--- src/rtl/tff_bank_sequencer_if.sv ---
// tff_bank_sequencer_if: command valid/ready channel into the T_FF bank sequencer
interface tff_bank_sequencer_if #(parameter int WIDTH = 4, parameter int STEP_W = 8);
  logic              Cmd_Valid;
  logic              Cmd_Ready;
  logic [1:0]        Cmd_Op;
  logic [WIDTH-1:0]  Cmd_Data;
  logic [STEP_W-1:0] Cmd_Steps;
  modport master (output Cmd_Valid, Cmd_Op, Cmd_Data, Cmd_Steps, input Cmd_Ready);
  modport slave  (input Cmd_Valid, Cmd_Op, Cmd_Data, Cmd_Steps, output Cmd_Ready);
endinterface

--- src/rtl/tff_bank_sequencer.sv ---
// tff_bank_sequencer: drives the T inputs of a T_FF bank to count up/down N steps or load a value
module tff_bank_sequencer #(
  parameter int WIDTH  = 4,
  parameter int STEP_W = 8
) (
  input  logic                 Clk,
  input  logic                 Reset,
  tff_bank_sequencer_if.slave  cmd,
  input  logic                 Abort,
  input  logic [WIDTH-1:0]     Q_In,
  output logic [WIDTH-1:0]     T_Out,
  output logic                 Busy,
  output logic                 Done,
  output logic                 Aborted,
  output logic [STEP_W-1:0]    Steps_Left
);
  typedef enum logic [1:0] {IDLE, COUNT, LOAD, DONE} state_t;
  state_t            state_q, state_d;
  logic              dir_q, dir_d;
  logic [WIDTH-1:0]  data_q, data_d;
  logic [STEP_W-1:0] steps_q, steps_d;
  logic              aborted_q, aborted_d;
  logic [WIDTH-1:0]  up_t, dn_t;
  // ripple toggle enables: a bit flips when every lower bit is 1 (up) or 0 (down)
  assign up_t[0] = 1'b1;
  assign dn_t[0] = 1'b1;
  for (genvar i = 1; i < WIDTH; i++) begin : g_chain
    assign up_t[i] = up_t[i-1] & Q_In[i-1];
    assign dn_t[i] = dn_t[i-1] & ~Q_In[i-1];
  end
  assign T_Out = (state_q == COUNT && !Abort) ? (dir_q ? dn_t : up_t) :
                 (state_q == LOAD) ? (Q_In ^ data_q) : '0;
  assign cmd.Cmd_Ready = state_q == IDLE;
  assign Busy          = state_q == COUNT || state_q == LOAD;
  assign Done          = state_q == DONE;
  assign Aborted       = Done && aborted_q;
  assign Steps_Left    = steps_q;
  always_comb begin
    state_d   = state_q;
    dir_d     = dir_q;
    data_d    = data_q;
    steps_d   = steps_q;
    aborted_d = aborted_q;
    case (state_q)
      IDLE: if (cmd.Cmd_Valid) begin
        dir_d     = cmd.Cmd_Op[1];
        data_d    = cmd.Cmd_Data;
        aborted_d = 1'b0;
        state_d   = (cmd.Cmd_Op == 2'b11) ? LOAD :
                    (cmd.Cmd_Op == 2'b00 || cmd.Cmd_Steps == '0) ? DONE : COUNT;
        steps_d   = (state_d == COUNT) ? cmd.Cmd_Steps : '0;
      end
      COUNT: if (Abort) begin
        state_d   = DONE;
        aborted_d = 1'b1;
      end else begin
        steps_d = steps_q - 1'b1;
        state_d = (steps_q == 1) ? DONE : COUNT;
      end
      LOAD: state_d = DONE;
      DONE: begin
        state_d   = IDLE;
        aborted_d = 1'b0;
      end
      default: state_d = IDLE;
    endcase
  end
  always_ff @(posedge Clk or posedge Reset) begin
    if (Reset) begin
      state_q   <= IDLE;
      dir_q     <= 1'b0;
      data_q    <= '0;
      steps_q   <= '0;
      aborted_q <= 1'b0;
    end else begin
      state_q   <= state_d;
      dir_q     <= dir_d;
      data_q    <= data_d;
      steps_q   <= steps_d;
      aborted_q <= aborted_d;
    end
  end
endmodule
--- src/flat_wrapper.sv ---
// flat-port wrapper written by rule: the top's interface ports become plain ports
module tff_bank_sequencer_flat 
#(
  parameter int WIDTH  = 4,
  parameter int STEP_W = 8
)
  (Clk, Reset, Abort, Q_In, T_Out, Busy, Done, Aborted, Steps_Left, cmd_Cmd_Valid, cmd_Cmd_Op, cmd_Cmd_Data, cmd_Cmd_Steps, cmd_Cmd_Ready);
  tff_bank_sequencer_if #(.WIDTH(WIDTH), .STEP_W(STEP_W)) cmd_i ();
  input  logic Clk;
  input  logic Reset;
  input  logic Abort;
  input  logic [WIDTH-1:0] Q_In;
  output logic [WIDTH-1:0] T_Out;
  output logic Busy;
  output logic Done;
  output logic Aborted;
  output logic [STEP_W-1:0] Steps_Left;
  input wire logic [$bits(cmd_i.Cmd_Valid)-1:0] cmd_Cmd_Valid;
  input wire logic [$bits(cmd_i.Cmd_Op)-1:0] cmd_Cmd_Op;
  input wire logic [$bits(cmd_i.Cmd_Data)-1:0] cmd_Cmd_Data;
  input wire logic [$bits(cmd_i.Cmd_Steps)-1:0] cmd_Cmd_Steps;
  output wire logic [$bits(cmd_i.Cmd_Ready)-1:0] cmd_Cmd_Ready;
  assign cmd_i.Cmd_Valid = cmd_Cmd_Valid;
  assign cmd_i.Cmd_Op = cmd_Cmd_Op;
  assign cmd_i.Cmd_Data = cmd_Cmd_Data;
  assign cmd_i.Cmd_Steps = cmd_Cmd_Steps;
  assign cmd_Cmd_Ready = cmd_i.Cmd_Ready;
  tff_bank_sequencer #(.WIDTH(WIDTH), .STEP_W(STEP_W)) u_core (.Clk(Clk), .Reset(Reset), .cmd(cmd_i), .Abort(Abort), .Q_In(Q_In), .T_Out(T_Out), .Busy(Busy), .Done(Done), .Aborted(Aborted), .Steps_Left(Steps_Left));
endmodule
--- config.mk ---
export PLATFORM = sky130hd
export DESIGN_NAME = tff_bank_sequencer_flat
export DESIGN_NICKNAME = d
export VERILOG_FILES = /design/src/rtl/tff_bank_sequencer_if.sv /design/src/rtl/tff_bank_sequencer.sv /design/src/flat_wrapper.sv
export SDC_FILE = /design/constraint.sdc
export NUM_CORES = 1
export LEC_CHECK = 0
export CORE_MARGIN = 4
export CORE_UTILIZATION = 61
export CTS_CLUSTER_DIAMETER = 50
export DETAILED_ROUTE_END_ITERATION = 8
export DONT_BUFFER_PORTS = 1
export PLACE_DENSITY = 0.77
export SKIP_LAST_GASP = 1
export SYNTH_ARGS = -nofsm -noshare
export SYNTH_HDL_FRONTEND = slang
export SYNTH_SLANG_ARGS = --single-unit
--- constraint.sdc ---
create_clock -name Clk -period 2.4 [get_ports Clk]
set_input_delay 0.6 -clock Clk [delete_from_list [all_inputs] [get_ports Clk]]
set_output_delay 0.6 -clock Clk [all_outputs]
set_load 0.01 [all_outputs]
==> impl_metrics.py <==
metrics = {
    "floorplan": {
        "die_h_um": 50.54,
        "initial_core_util_pct": 63.91,
        "io_pins": 38,
        "dieArea_mm2": 0.002554,
        "num_rows": 15,
        "coreArea_mm2": 0.001727,
        "die_w_um": 50.54,
    },
    "global_route": {
        "grt.overflow.total": 0,
        "met1_usage_pct": 23.21,
        "top_usage_layer": "met2",
        "grt_pass1_vias": 872,
        "grtUsageMet3_pct": 5.935,
        "use_met2_pct": 35.65,
        "antenna_found_initial": 0,
        "grt_max_degree": 18,
        "grt_pass1_wl_um": 3898,
        "grt_use_total_pct": 20.60,
    },
    "clock_network": {
        "cts_hold_buffers": 0,
        "root_buffer": "clkbuf_4",
        "clock_sinks": 16,
        "clk_path_buf_depth": 2,
        "cts.clk_slew.worst_paths_ps": 100,
        "clkLatencyLatePin_ps": 300,
        "postCtsResizedCells": 0,
        "cts_tree": "done",
        "htreeDepth": 1,
        "cts-buffers-inserted": 3,
        "postCtsSetupRepairBufs": 0,
    },
    "finish": {
        "diodes": 0,
        "drive_above_1_share_pct": 11.48,
        "fin_cells": 147,
        "utilization_pct": 66.96,
        "syn_to_final_growth_pct": 4.762,
        "fin_nets": 152,
        "fillers": 152,
    },
    "synth": {
        "synth_largest_area_cell": "dfrtp_1",
        "async_flop_share_pct": 100.0,
        "synth_nets": 149,
        "synth.top_cells.by_count": "dfrtp_1, nand2_1, inv_1",
        "synth_cell_type_count": 40,
        "synth_edf_count": 0,
        "synth.area.top_cells": "dfrtp_1, ha_1, mux2_2, nand2_1, xnor2_1",
        "synth_seq_cells": 16,
        "netlist_instances": 120,
        "yosysSeqAreaShare_pct": 36.28,
        "synth_ff_type": "dfrtp_1",
        "syn_avg_cell_area_um2": 9.196,
        "yosysTopAreaCellShare_pct": 36.28,
        "ys_warn_count": 0,
        "yosysMostFrequentCell": "dfrtp_1",
        "syn-cell-area_mm2": 0.001104,
    },
    "detailed_routing": {
        "dr_total_vias": 917,
        "drt-pass1-iter-count": 4,
        "dr.first_iter.drc_count": 16,
        "vias_per_cell": 6.238,
        "wire_per_inst_um": 16.20,
        "ant_nets": 0,
        "drt_wl_total_um": 2381,
        "route.detailed.drc": 0,
    },
    "sta": {
        "fin_worst_skew_ps": 6.351,
        "setup_ws_ps": 207.7,
        "fin_tns_setup_ps": 0,
        "tightestPinTransition_ps": 614.0,
        "finalCritPeriodShare_pct": 91.34,
        "slew_violations": 0,
        "finalHoldViolCount": 0,
        "finalSetupViolations": 0,
        "max_freq_ghz": 0.4561,
        "period_minus_slack_ps": 2192,
        "rsz0062_at_grt": "no",
        "relSlewSlack_pct": 59.02,
    },
    "placed_design": {
        "place_ws_ps": 453.3,
        "placedCellCount": 143,
        "io_buffers": 0,
        "dp_hpwl_um": 1847,
        "globalplace.congestion": 0.8370,
    },
    "setup_path": {
        "worst_setup_path_end_kind": "output port",
        "worstSetupPathType": "reg2out",
        "required_ps": 1800,
        "cp-start-kind": "flip-flop",
        "critPathMaxFanout": 5,
        "arrival_ps": 1590,
    },
    "pwr": {
        "total_power_mw": 1.630,
        "power_density_mw_per_mm2": 1410,
        "leakagePower_nw": 0.4906,
        "irDropWorstVdd_mv": 0.9041,
    },
    "run_status": {
        "outcome": "finished, final reports clean",
    },
    "run": {
        "cap_viol_max_count": 0,
    },
    "min_path": {
        "min_path_type": "in2async",
    },
}
==> state kept, by name (all words and copies together) (netlist names) <==
register / flops
u_core.Steps_Left: 8
u_core.aborted_q: 1
u_core.data_q: 4
u_core.dir_q: 1
u_core.state_q: 2
==> cells by family after synthesis <==
kind of cell | after synthesis | share of synthesized area [%]
AND/OR/NAND/NOR | 48 | 23.59
AO/OA/AOI/OAI | 25 | 16.33
XOR/XNOR | 6 | 4.762
multiplexers | 6 | 6.009
adder cells (fa/ha/maj) | 7 | 7.936
buffers and inverters | 12 | 5.102
flip-flops | 16 | 36.28
==> final timing paths <==
check                      slack, ps  cells past startpoint              endpoint               from
max                              210                      5              T_Out[1]  u_core.state_q[1]
min                              250                      1          u_core.dir_q              Reset
max reg2reg                      410                      6  u_core.Steps_Left[5]  u_core.state_q[1]
min reg2reg                      510                      2      u_core.aborted_q   u_core.aborted_q
max in group asynchronous       1750                      1      u_core.data_q[2]              Reset
min in group Clk                 450                      1          u_core.dir_q      cmd_Cmd_Op[1]
==> power breakdown <==
group	internal [mW]	total, mW	switching (mW)
clock network	0.0926	0.183	0.0900
logic	0.373	0.866	0.493
registers	0.406	0.582	0.176
total	0.871	1.63	0.759
==> metrics by stage <==
stage                     hold WS, ps  area (um^2)
final                           253.3         1156
after global routing            301.5         1156
after CTS                       282.9         1156
after detailed placement        502.0         1120
after global placement          488.5         1120
after floorplan                 469.7         1104
==> cell usage in the layout (no fill, tap or decap), types with 3 or more instances in the layout <==
| cell | instances |
|---|---|
| o22ai_1 | 4 |
| dfrtp_1 | 16 |
| nor2_1 | 7 |
| a21oi_1 | 5 |
| nor3_1 | 4 |
| clkbuf_4 | 3 |
| inv_1 | 9 |
| ha_1 | 7 |
| nand3_1 | 7 |
| xnor2_1 | 5 |
| mux2_2 | 5 |
| a221oi_1 | 3 |
| nor4_1 | 3 |
| nand2_1 | 12 |
| nand3b_1 | 3 |
==> layout make-up <==
| type | count | area [um^2] | share of cell area, % |
|---|---|---|---|
| clock buffer | 4 | 36.28 | 3.139 |
| inverter | 9 | 33.78 | 2.922 |
| multi-input combinational | 92 | 646.9 | 55.95 |
| sequential | 16 | 400.4 | 34.63 |
| tap | 25 | 31.28 | 2.706 |
| timing repair buffer | 1 | 7.507 | 0.6493 |
==> routing by layer <==
metal / vias to the layer above / wire length [um]
li1: 445 / -
met1: 420 / 918
met2: 45 / 1162
met3: 7 / 248
met4: 0 / 51
met5: - / 0
==> critical path, cell delays in order (launching register included) <==
cell and delay [ps]:
dfrtp_1 390, inv_1 100, ha_1 220, nand2b_1 160
nand2_1 130, o22ai_1 290
No activity file was read; power rests on OpenSTA's default activity.
==> RTL change 1, RTL diff (config.mk and constraints unchanged) <==
`WIDTH` is set to 4 in 3 places; all go to 6.
--- a/src/rtl/tff_bank_sequencer_if.sv
+++ b/src/rtl/tff_bank_sequencer_if.sv
@@ -1,5 +1,5 @@
 // tff_bank_sequencer_if: command valid/ready channel into the T_FF bank sequencer
-interface tff_bank_sequencer_if #(parameter int WIDTH = 4, parameter int STEP_W = 8);
+interface tff_bank_sequencer_if #(parameter int WIDTH = 6, parameter int STEP_W = 8);
   logic              Cmd_Valid;
   logic              Cmd_Ready;
   logic [1:0]        Cmd_Op;
--- a/src/rtl/tff_bank_sequencer.sv
+++ b/src/rtl/tff_bank_sequencer.sv
@@ -1,6 +1,6 @@
 // tff_bank_sequencer: drives the T inputs of a T_FF bank to count up/down N steps or load a value
 module tff_bank_sequencer #(
-  parameter int WIDTH  = 4,
+  parameter int WIDTH  = 6,
   parameter int STEP_W = 8
 ) (
   input  logic                 Clk,
--- a/src/flat_wrapper.sv
+++ b/src/flat_wrapper.sv
@@ -1,7 +1,7 @@
 // flat-port wrapper written by rule: the top's interface ports become plain ports
 module tff_bank_sequencer_flat 
 #(
-  parameter int WIDTH  = 4,
+  parameter int WIDTH  = 6,
   parameter int STEP_W = 8
 )
   (Clk, Reset, Abort, Q_In, T_Out, Busy, Done, Aborted, Steps_Left, cmd_Cmd_Valid, cmd_Cmd_Op, cmd_Cmd_Data, cmd_Cmd_Steps, cmd_Cmd_Ready);
Interface: changed (resized Q_In, T_Out and cmd_Cmd_Data); port bits go from 38 to 44. The function was not compared with the original's and may differ.
==> RTL change 1 against the original RTL <==
Synthesized cell count increased by 15%; critical path type unchanged; clock power increased by 4%; die area increased by 11%; highest routed layer unchanged; first-iteration DRC count increased to 2.8 times the old value; worst hold slack improved by 0.024 ns; total power increased by 7.3%; critical endpoint is now T_Out[2]; sequential power increased by 12%; count of clock-buffer cells in the layout unchanged; routed wire length increased by 25%; sequential cell count increased by 2; worst setup slack got worse by 0.081 ns; via count increased by 15%; largest power group unchanged; synthesized area increased by 14%; design area increased by 13%.
==> RTL change 1: results (changes against the original RTL) <==
- Setup TNS: 0 ns (unchanged)
- Total GRT Usage: 22.1% (+1.5 points)
- DP Area: 0.00127 mm^2 (+14%)
- Number of flip-flops under the largest register name: 8 (unchanged)
- Vias in the first global route: 955 (+9.5%)
- DR iter-0 viols: 44 (+28)
- Maximum VDD drop: 0.655 mV (-28%)
- Critical path class: reg2out
- Placed cell count: 162 (+13%)
- Synth top area cells: dfrtp_1 (36%), mux2_2 (7.2%), ha_1 (7.0%), nand2_1 (4.2%), a21oi_1 (3.2%)
- Nets: 173 (+14%)
- Hold_ws: 0.277 ns (+0.0242 ns)
- 1st-pass router iterations: 4 (unchanged)
- Detailed Place HPWL: 2240 um (+21%)
- Total wire length: 2980 um (+25%)
- Total vias in the final route: 1,051 (+15%)
- Clk buf depth: 2 (unchanged)
- First-pass GRT wire length: 4610 um (+18%)
- Hold Crit Class: in2async
- Top cells by count, synth: dfrtp_1 (18), nand2_1 (14), nor2_1 (9), a21oi_1 (8), mux2_2 (8)
- Worst Path Max Fanout: 11 (+6)
- Status: completed
- Initial antenna violation count: 0 (unchanged)
- Syn Inst Count: 138 (+15%)
- Num CTS Buffers: 3 (unchanged)
- Inserted Diodes: 0 (unchanged)
- Clk_skew: 0.0103 ns (+0.00394 ns)
- Share of layout cells above drive strength 1: 13.7% (+2.2 points)
- Largest net degree at the start of global routing: 19 (+1)
- Pre-CTS setup slack: 0.332 ns (-0.121 ns)
- Slew HR: 54.2% (-4.8 points)
- Reg2Reg Setup Slack: 0.51 ns (+0.10 ns)
- Drt via density: 6.33 (+1.5%)
- Port buffer count: 0 (unchanged)
- Pleak: 0.000534 uW (+8.9%)
- Setup repair bufs after CTS: 0 (unchanged)
- Routability congestion estimate: 0.896 (+7.0%)
- Residual DRC count: 0 (unchanged)
- Warnings, synthesis: 0 (unchanged)
- Distinct cells, synth: 38 (-5.0%)
- Register area share after synthesis: 35.9% (-0.39 points)
- H-tree depth: 1 (unchanged)
- CTS-repair resized insts: 1 (+1)
- Root buffer cell: clkbuf_4
- R2r startpoint: u_core.state_q[0]
- Setup ws final: 0.127 ns (-0.0807 ns)
- Clk Latency, worst-skew pair: 0.30 ns (about the same)
==> RTL change 1: report_power, final <==
group	internal, uW	leakage [uW]	switching [uW]
Sequential	450	0.000218	202
Combinational	382	0.000295	523
Clock	92.5	0.0000210	98.8
==> RTL change 1: worst max-delay path: stages, from the launching register on <==
cell and delay, ns:
dfrtp_1 0.39, inv_1 0.10, ha_1 0.21, nand2b_2 0.20, nand2_1 0.15, o22ai_1 0.31
==> RTL change 1: path summary, 6_finish.rpt <==
path	to	depth (start not counted)
max	T_Out[2]	5
min	u_core.state_q[0]	1
max reg2reg	u_core.Steps_Left[5]	6
min reg2reg	u_core.data_q[5]	1
max in group asynchronous	u_core.Steps_Left[7]	1
min in group Clk	u_core.Steps_Left[6]	2
==> RTL change 1: cell type report <==
type	count	area, um^2
Tap cell	27	33.8
Multi-Input combinational cell	109	756
Clock buffer	4	36.3
Timing Repair Buffer	1	7.51
Sequential cell	18	450
Fill cell	193	652
Inverter	7	26.3
==> RTL change 1: cell families (layout without fill, tap and decap cells) <==
logic type / count (synthesis) / in the layout / share of synthesized area [%]
and+or+nand+nor: 55 / 55 / 24.3
xor gates and xnor gates: 7 / 7 / 5.48
AOI/OAI and AO/OA: 31 / 31 / 15.3
muxes: 9 / 9 / 7.98
adders and majority gates: 7 / 7 / 6.98
buffers and inverters: 11 / 12 / 4.09
DFF: 18 / 18 / 35.9
==> RTL change 1: per-layer routing <==
metal | global-route usage (%) | wire length, um | up-vias
met5 | 0 | 0 | -
met1 | 31.3 | 1270 | 491
met2 | 32.4 | 1380 | 49
met3 | 6.20 | 300 | 5
met4 | 5.96 | 27 | 0
li1 | - | - | 506
==> RTL change 1: per-stage QoR <==
step	util, %	total power, uW
finish	66.8	1750
global route	66.8	1880
CTS	66.8	1740
detailed placement	64.8	1550
global placement	64.8	1510
floorplan	-	1360
==> RTL change 2, RTL diff (same flow settings) <==
Made on the original files. Re-encode `state_t` (4 states) as one-hot, 4 bits wide.
--- a/src/rtl/tff_bank_sequencer.sv
+++ b/src/rtl/tff_bank_sequencer.sv
@@ -14,7 +14,7 @@
   output logic                 Aborted,
   output logic [STEP_W-1:0]    Steps_Left
 );
-  typedef enum logic [1:0] {IDLE, COUNT, LOAD, DONE} state_t;
+  typedef enum logic [3:0] {IDLE = 4'b0001, COUNT = 4'b0010, LOAD = 4'b0100, DONE = 4'b1000} state_t;
   state_t            state_q, state_d;
   logic              dir_q, dir_d;
   logic [WIDTH-1:0]  data_q, data_d;
Formal check against the unedited RTL: same outputs for any inputs over 10 cycles, from zero or initial values and one cycle with Reset high; not proved beyond that.
==> RTL change 2 against the original RTL <==
Critical path type unchanged; maximum frequency decreased by 1.4%; synthesized area increased by 1.0%; total power down 20%; sequential cell count increased by 2; routed wire length is 2.3% higher; sequential power rose by 3.6%; worst setup slack lost 0.030 ns; design area increased by 3.5%.
==> RTL change 2: results (changes against the original RTL) <==
- Total wire length: 2440 um (+2.3%)
- Register area share after synthesis: 40.5% (+4.2 points)
- Final hold viol count: 0 (unchanged)
- Worst Path Max Fanout: 7 (+2)
- Detailed Place HPWL: 1870 um (+1.1%)
- Slew HR: 53.1% (-5.9 points)
- Number of flip-flops under the largest register name: 8 (unchanged)
- Largest net degree at the start of global routing: 19 (+1)
- Share of layout cells above drive strength 1: 16.4% (+4.9 points)
- Drt via density: 6.33 (+1.5%)
- Crit path DAT: 1.62 ns (+0.03 ns)
- Worst path max stage delay: 0.59 ns (+0.20 ns)
- DR iter-0 viols: 24 (+8)
- Routability congestion estimate: 0.873 (+4.3%)
- Vias in the first global route: 912 (+4.6%)
- Distinct cells, synth: 38 (-5.0%)
- Maximum VDD drop: 0.668 mV (-26%)
- Most used DFF post-synth: dfrtp_1
- Fraction of registers with async set/reset: 100% (unchanged)
- Syn nets: 141 (-5.4%)
- First-pass GRT wire length: 3890 um (-0.18%)
- Total GRT Usage: 19.8% (-0.80 points)
- Nets: 147 (-3.3%)
- # fillers: 144 (-5.3%)
- Pleak: 0.000469 uW (-4.4%)
- Power Internal: 741 uW (-15%)
- Clk_skew: 0.0120 ns (+0.00566 ns)
- DP Area: 0.00116 mm^2 (+3.2%)
- CP delay by family, top: simple AND/OR/NAND/NOR gates
- Top cells by count, synth: dfrtp_1 (17), o21ai_0 (13), a21oi_1 (10), nor2_1 (8)
- Port buffer count: 0 (unchanged)
- Synth top area cells: dfrtp_1 (38%), o21ai_0 (5.8%), mux2_2 (5.1%), a21oi_1 (4.5%), xnor2_1 (3.9%)
- CP max-delay cell: or4b_4
- R2r startpoint: u_core.state_q[3]
- Status: completed
==> RTL change 2: cell count changes in the layout (fill, tap and decap cells not counted), sizes merged, moves of 4 or more <==
cell / change
a21oi: +5
o21ai: +12
inv: -4
nand3: -7
nand2: -8
ha: -5
==> RTL change 2: area by class of cell <==
| class | instances | area (um^2) | share of cell area, % |
|---|---|---|---|
| Inverter | 5 | 18.8 | 1.57 |
| Clock buffer | 4 | 26.3 | 2.20 |
| Timing Repair Buffer | 4 | 30.0 | 2.51 |
| Multi-Input combinational cell | 91 | 638 | 53.3 |
| Tap cell | 25 | 31.3 | 2.62 |
| Sequential cell | 18 | 452 | 37.8 |
==> RTL change 2: stage by stage <==
step | util, % | instances | setup slack [ns] | power, uW | hold slack, ns
after floorplan | - | 117 | 0.360 | 996 | 0.501
after global placement | 67.0 | 143 | 0.301 | 1120 | 0.512
after detailed placement | 67.0 | 143 | 0.267 | 1140 | 0.516
after CTS | 68.5 | 147 | 0.0146 | 1290 | 0.301
after global routing | 69.3 | 147 | 0.133 | 1400 | 0.320
final | 69.3 | 147 | 0.177 | 1300 | 0.274
==> RTL change 2: repair_timing <==
item,4_1_cts,5_1_grt
endpoints found under the setup margin,1,4
gates cloned,0,0
resized for setup,1,3
==> RTL change 2: logic make-up (layout without fill, tap and decap cells) <==
| kind of cell | after synthesis | in the layout | share of synthesized area [%] |
|---|---|---|---|
| AND/OR/NAND/NOR | 38 | 38 | 21.5 |
| AO/OA/AOI/OAI | 39 | 39 | 21.5 |
| XOR/XNOR | 6 | 6 | 4.71 |
| flip-flops | 18 | 18 | 40.5 |
| multiplexers | 5 | 5 | 5.05 |
| adder cells (fa/ha/maj) | 3 | 3 | 3.14 |
| buffers and inverters | 8 | 13 | 3.48 |
==> RTL change 2: path summary, 6_finish.rpt <==
| path | end | slack (ns) | cells after the start |
|---|---|---|---|
| worst max-delay path | T_Out[3] | 0.18 | 2 |
| worst min-delay path | u_core.Steps_Left[7] | 0.27 | 1 |
| worst max register to register | u_core.Steps_Left[4] | 0.53 | 4 |
| worst min register to register | u_core.data_q[3] | 0.54 | 1 |
| max in group asynchronous | u_core.state_q[1] | 1.70 | 1 |
| min in group Clk | u_core.state_q[0] | 0.38 | 1 |
==> RTL change 2: power groups by stage <==
stage | clock network (uW) | registers, uW | logic [uW]
2_1_floorplan | 0 | 575 | 421
5_1_grt | 172 | 624 | 609
3_3_place_gp | 0 | 602 | 517
6_report | 153 | 603 | 547
4_1_cts | 157 | 602 | 532
3_5_place_dp | 0 | 608 | 530
==> RTL change 2: layer usage <==
layer | global-route usage (%) | vias up | routed length (um)
met2 | 35.7 | 27 | 1230
met4 | 7.62 | 0 | 37
met3 | 5.64 | 4 | 139
met1 | 21.7 | 450 | 1030
met5 | 0 | - | 0
li1 | - | 450 | -
